$ cat config.mk
export PLATFORM = sky130hd
export DESIGN_NAME = clk_div_multi
export DESIGN_NICKNAME = d
export VERILOG_FILES = /design/src/rtl/clk_div_pkg.sv /design/src/rtl/clk_div_channel.sv /design/src/rtl/clk_div_multi.sv
export SDC_FILE = /design/constraint.sdc
export NUM_CORES = 2
export LEC_CHECK = 0
export BUFFER_PORTS_ARGS = -buffer_cell sky130_fd_sc_hd__clkbuf_2
export CORE_UTILIZATION = 40
export CTS_BUF_LIST = sky130_fd_sc_hd__clkbuf_8 sky130_fd_sc_hd__clkbuf_16
export DETAILED_ROUTE_END_ITERATION = 7
export PLACE_DENSITY = 0.52
export SYNTH_ARGS = -nofsm -noshare
export SYNTH_HDL_FRONTEND = slang
export SYNTH_SLANG_ARGS = --single-unit
$ cat constraint.sdc
create_clock -name i_clk -period 9.5 [get_ports i_clk]
set_clock_uncertainty 0.15 [all_clocks]
set_input_delay 1.9 -clock i_clk [delete_from_list [all_inputs] [get_ports i_clk]]
set_output_delay 1.9 -clock i_clk [all_outputs]
set_load 0.02 [all_outputs]
$ cat src/rtl/clk_div_pkg.sv
// rtl/clk_div_pkg.sv - shared constants, state type and helpers for the multi-channel clock divider
package clk_div_pkg;

    localparam int DEF_DIV_W = 32;
    localparam int DEF_DIV   = 40;
    localparam int MIN_DIV   = 2;

    typedef enum logic {
        ST_IDLE = 1'b0,
        ST_RUN  = 1'b1
    } ch_state_t;

    // Number of high cycles in a period of d: ceil(d/2). Wide so any DIV_W up to 64 fits.
    function automatic logic [63:0] half_hi(input logic [63:0] d);
        return d - (d >> 1);
    endfunction

endpackage

$ cat src/rtl/clk_div_channel.sv
// rtl/clk_div_channel.sv - one divider channel: run state, counter, double-buffered divisor, registered outputs
module clk_div_channel
    import clk_div_pkg::*;
#(
    parameter int DIV_W       = DEF_DIV_W,
    parameter int DEFAULT_DIV = DEF_DIV
) (
    input  logic             i_clk,
    input  logic             i_rst,
    input  logic             i_en,
    input  logic             i_sync,
    input  logic             i_div_we,
    input  logic [DIV_W-1:0] i_div_wdata,
    output logic             o_clk,
    output logic             o_tick
);

    localparam logic [DIV_W-1:0] RST_DIV = DIV_W'(DEFAULT_DIV);
    localparam logic [DIV_W-1:0] MIN_D   = DIV_W'(MIN_DIV);
    localparam logic [DIV_W-1:0] ONE     = DIV_W'(1);

    ch_state_t        state, state_n;
    logic [DIV_W-1:0] cnt, cnt_n;
    logic [DIV_W-1:0] d, d_n;
    logic [DIV_W-1:0] s;
    logic [DIV_W-1:0] eff_s;
    logic [63:0]      hh;
    logic             clk_n, tick_n;

    assign eff_s = i_div_we ? i_div_wdata : s;

    always_ff @(posedge i_clk) begin
        if (i_rst) begin
            state  <= ST_IDLE;
            cnt    <= '0;
            d      <= RST_DIV;
            s      <= RST_DIV;
            o_clk  <= 1'b0;
            o_tick <= 1'b0;
        end else begin
            state  <= state_n;
            cnt    <= cnt_n;
            d      <= d_n;
            o_clk  <= clk_n;
            o_tick <= tick_n;
            if (i_div_we) begin
                s <= i_div_wdata;
            end
        end
    end

    always_comb begin
        state_n = state;
        cnt_n   = cnt;
        d_n     = d;
        clk_n   = 1'b0;
        tick_n  = 1'b0;
        hh      = '0;

        // Every period boundary (start, sync, degenerate divisor, wrap) reloads D from the shadow.
        if (!i_en) begin
            state_n = ST_IDLE;
            cnt_n   = '0;
        end else if (state == ST_IDLE || i_sync || d < MIN_D || cnt == d - ONE) begin
            state_n = ST_RUN;
            cnt_n   = '0;
            d_n     = eff_s;
        end else begin
            cnt_n = cnt + ONE;
        end

        // Outputs come from next-state values so the registers line up with cnt.
        hh = half_hi(64'(d_n));
        if (state_n == ST_RUN) begin
            if (d_n < MIN_D) begin
                tick_n = 1'b1;
            end else begin
                clk_n  = (cnt_n < hh[DIV_W-1:0]);
                tick_n = (cnt_n == d_n - ONE);
            end
        end
    end

endmodule

$ cat src/rtl/clk_div_multi.sv
// rtl/clk_div_multi.sv - NUM_CH independent programmable clock dividers with shared sync and write data
module clk_div_multi
    import clk_div_pkg::*;
#(
    parameter int NUM_CH      = 4,
    parameter int DIV_W       = DEF_DIV_W,
    parameter int DEFAULT_DIV = DEF_DIV
) (
    input  logic              i_clk,
    input  logic              i_rst,
    input  logic [NUM_CH-1:0] i_en,
    input  logic              i_sync,
    input  logic [NUM_CH-1:0] i_div_we,
    input  logic [DIV_W-1:0]  i_div_wdata,
    output logic [NUM_CH-1:0] o_clk,
    output logic [NUM_CH-1:0] o_tick
);

    for (genvar c = 0; c < NUM_CH; c++) begin : g_ch
        clk_div_channel #(
            .DIV_W       (DIV_W),
            .DEFAULT_DIV (DEFAULT_DIV)
        ) u_ch (
            .i_clk       (i_clk),
            .i_rst       (i_rst),
            .i_en        (i_en[c]),
            .i_sync      (i_sync),
            .i_div_we    (i_div_we[c]),
            .i_div_wdata (i_div_wdata),
            .o_clk       (o_clk[c]),
            .o_tick      (o_tick[c])
        );
    end

endmodule

==> out/results.tsv <==
metric	value	unit
Post-synth ARST share	0	
synth warn	0	
Leak	17.17	nW
final critical-path share of the clock period	0.9196	
clock root cell	clkbuf_16	
Seq cells post-synth	396	
PortBufs	50	
initial antenna violation count	5	
largest net degree at the start of global routing	182	
initial core utilization	0.4031	
Critical path buffers and inverters	3	
Final min period	8.736	ns
TritonCTS buffer count	47	
vias	32331	
core area	91520	µm²
hold path depth	2	
deepest clock path buffer count	3	
TritonCTS clock tree	done	
Mapped Nets	5108	
routability congestion estimate	0.9233	
Final HPWL DP	94490	µm
Cell Rows	111	
Mapped Area	36900	µm²
cell with the most instances after synthesis	nor2_1	
final setup violation count	0	
final non-filler cell total	5895	
Die ar.	93460	µm²
CTS Sinks	396	
Detailed Routing Iterations Pass 1	5	
type of origin of the critical path	flop	
fin. max-slew vios	0	
slew margin rel.	0.3283	
Synth top area share	0.2149	
PD cells	147.8	nW/µm²
Layout area overhead	9.539	%
Most used DFF post-synth	dfxtp_1	
clk_lat worst skew	0.61	ns
Yosys cell types	92	
DR DRC count	0	
Worst path depth	30	
vias in the first global route	30569	
CP Capture Type	flop	
area leader, netlist	dfxtp_1	
worst reg2reg path depth	30	
Worst path max stage delay	0.66	ns
Setup TNS	0	ns
top cell family by delay on the critical path	compound AO/OA/AOI/OAI gates	
antenna viol nets, final	0	
Mapped Cells	4632	
RSZ-0062 raised after global routing	no	
H-Tree Depth	2	
status	completed	
nets@finish	5147	
post-CTS setup buffer count	0	
vias per cell	5.484	
Worst path slowest cell	or4_1	
max-capacitance violation count	0	
hold crit path type	flop to flop	
CP Data Required Time	9.83	ns
top cells by count, synth	591 x nor2_1, 429 x ha_1, 396 x dfxtp_1	
Mean Syn Cell Area	7.966	µm²
Die Y	305.7	µm
# placed instances	5808	
worst-margin pin slew	0.9970	ns
Max Fclk	114.5	MHz
sequential element share of the synthesized area	0.2149	
initial DRC count	2389	
GRT overflow	0	
EDFF count, synth	0	
first-pass GRT wire length	180400	µm
crit path kind	flop to flop	
worst-path fanout max	27	
crit path DAT	9.06	ns
DR WL/cell	19.95	µm
share of cells above drive strength 1	0.08857	
Final Hold Fails	0	
final WL	117600	µm
GRT Total Usage	0.2459	
Reg clk slew, reported paths	0.07	ns
Worst path most repeated cell	o21ai_0	
die width	305.7	µm
top cells by area, synth	dfxtp_1 21%, ha_1 15%, xnor2_1 8.5%	
Peak VDD IR	0.1266	mV
IO Count	51	
## layout make-up
cell class	instances	area, µm²
clock buffers	55	1286
repair buffers	174	1204
inverters	285	1070
flip-flops and latches	396	7928
multi-input cells	3767	27150
clock inverters	31	294.0
diodes	1	2.502
fillers	9335	51110
well taps	1186	1484
## timing repair
item | in CTS | in global routing
hold buffers | 0 | 0
resized for setup | 0 | 6
setup endpoints to repair | 0 | 2
## sequential cells by signal, summed over array words and instances, names as in the netlist
| name | flops |
|---|---|
| g_ch.u_ch.s | 128 |
| g_ch.u_ch.state | 4 |
| g_ch.u_ch.o_tick | 4 |
| g_ch.u_ch.d | 128 |
| g_ch.u_ch.o_clk | 4 |
| g_ch.u_ch.cnt | 128 |
## layout by cell type (no fill, tap or decap), types with 68 or more instances in the layout
cell type / instances
o21ai_0: 130
buf_4: 123
mux2_2: 96
mux2i_1: 145
a21oi_1: 198
nand2_1: 234
nor2b_1: 148
dfxtp_1: 396
nor2_1: 591
ha_1: 429
inv_1: 290
nand2b_1: 68
xor2_1: 187
xnor2_1: 357
nor4_1: 69
nand3_1: 130
nand4_1: 97
nor3_1: 191
## worst reg2reg max path, delay by kind of cell (launching register included)
family | cells | cell delay [ns]
buffers and inverters | 3 | 0.75
DFF | 1 | 0.37
AOI/OAI and AO/OA | 15 | 4.27
xor gates and xnor gates | 1 | 0.14
muxes | 1 | 0.26
and+or+nand+nor | 8 | 2.16
adders and majority gates | 2 | 0.52
## metrics by stage
step	hold WS, ns	utilization	power, W	worst slack, ns	area [µm²]
global route	0.3590	0.4416	0.006349	0.007438	40420
finish	0.3412	0.4416	0.005974	0.7638	40420
detailed placement	0.3278	0.4240	0.004132	0.6616	38810
floorplan	0.2920	-	0.003515	1.190	36900
CTS	0.3416	0.4413	0.006005	0.6329	40390
global placement	0.3149	0.4240	0.004134	0.6979	38810
## metal layers
| metal | up-vias | GRT usage | wire (µm) |
|---|---|---|---|
| met3 | 138 | 0.02163 | 5043 |
| li1 | 16273 | - | - |
| met5 | - | 0 | 13 |
| met4 | 2 | 0.06135 | 2779 |
| met1 | 15175 | 0.3426 | 56360 |
| met2 | 743 | 0.4061 | 53400 |
## final timing paths
| check | start | to | slack, ns |
|---|---|---|---|
| worst min register to register | g_ch[2].u_ch.s[16] | g_ch[2].u_ch.s[16] | 0.34 |
| worst max register to register | g_ch[1].u_ch.d[0] | g_ch[1].u_ch.o_clk | 0.76 |
| worst min-delay path | g_ch[2].u_ch.s[16] | g_ch[2].u_ch.s[16] | 0.34 |
| worst max-delay path | g_ch[1].u_ch.d[0] | g_ch[1].u_ch.o_clk | 0.76 |
## kinds of logic (layout without fill, tap and decap cells)
kind of cell / Yosys count / in the layout / share of synthesized area
AOI/OAI and AO/OA: 718 / 718 / 0.1281
xor gates and xnor gates: 565 / 565 / 0.1421
adders and majority gates: 433 / 433 / 0.1476
buffers and inverters: 469 / 545 / 0.05076
DFF: 396 / 396 / 0.2149
muxes: 246 / 246 / 0.07009
other: 0 / 1 / 0
and+or+nand+nor: 1805 / 1805 / 0.2464
## report_power, final
part,internal [W],switching [W]
Combinational,0.000979,0.00134
Sequential,0.00173,0.0000678
Clock,0.00106,0.000797
Note: power is estimated with default switching activity, not from simulation.
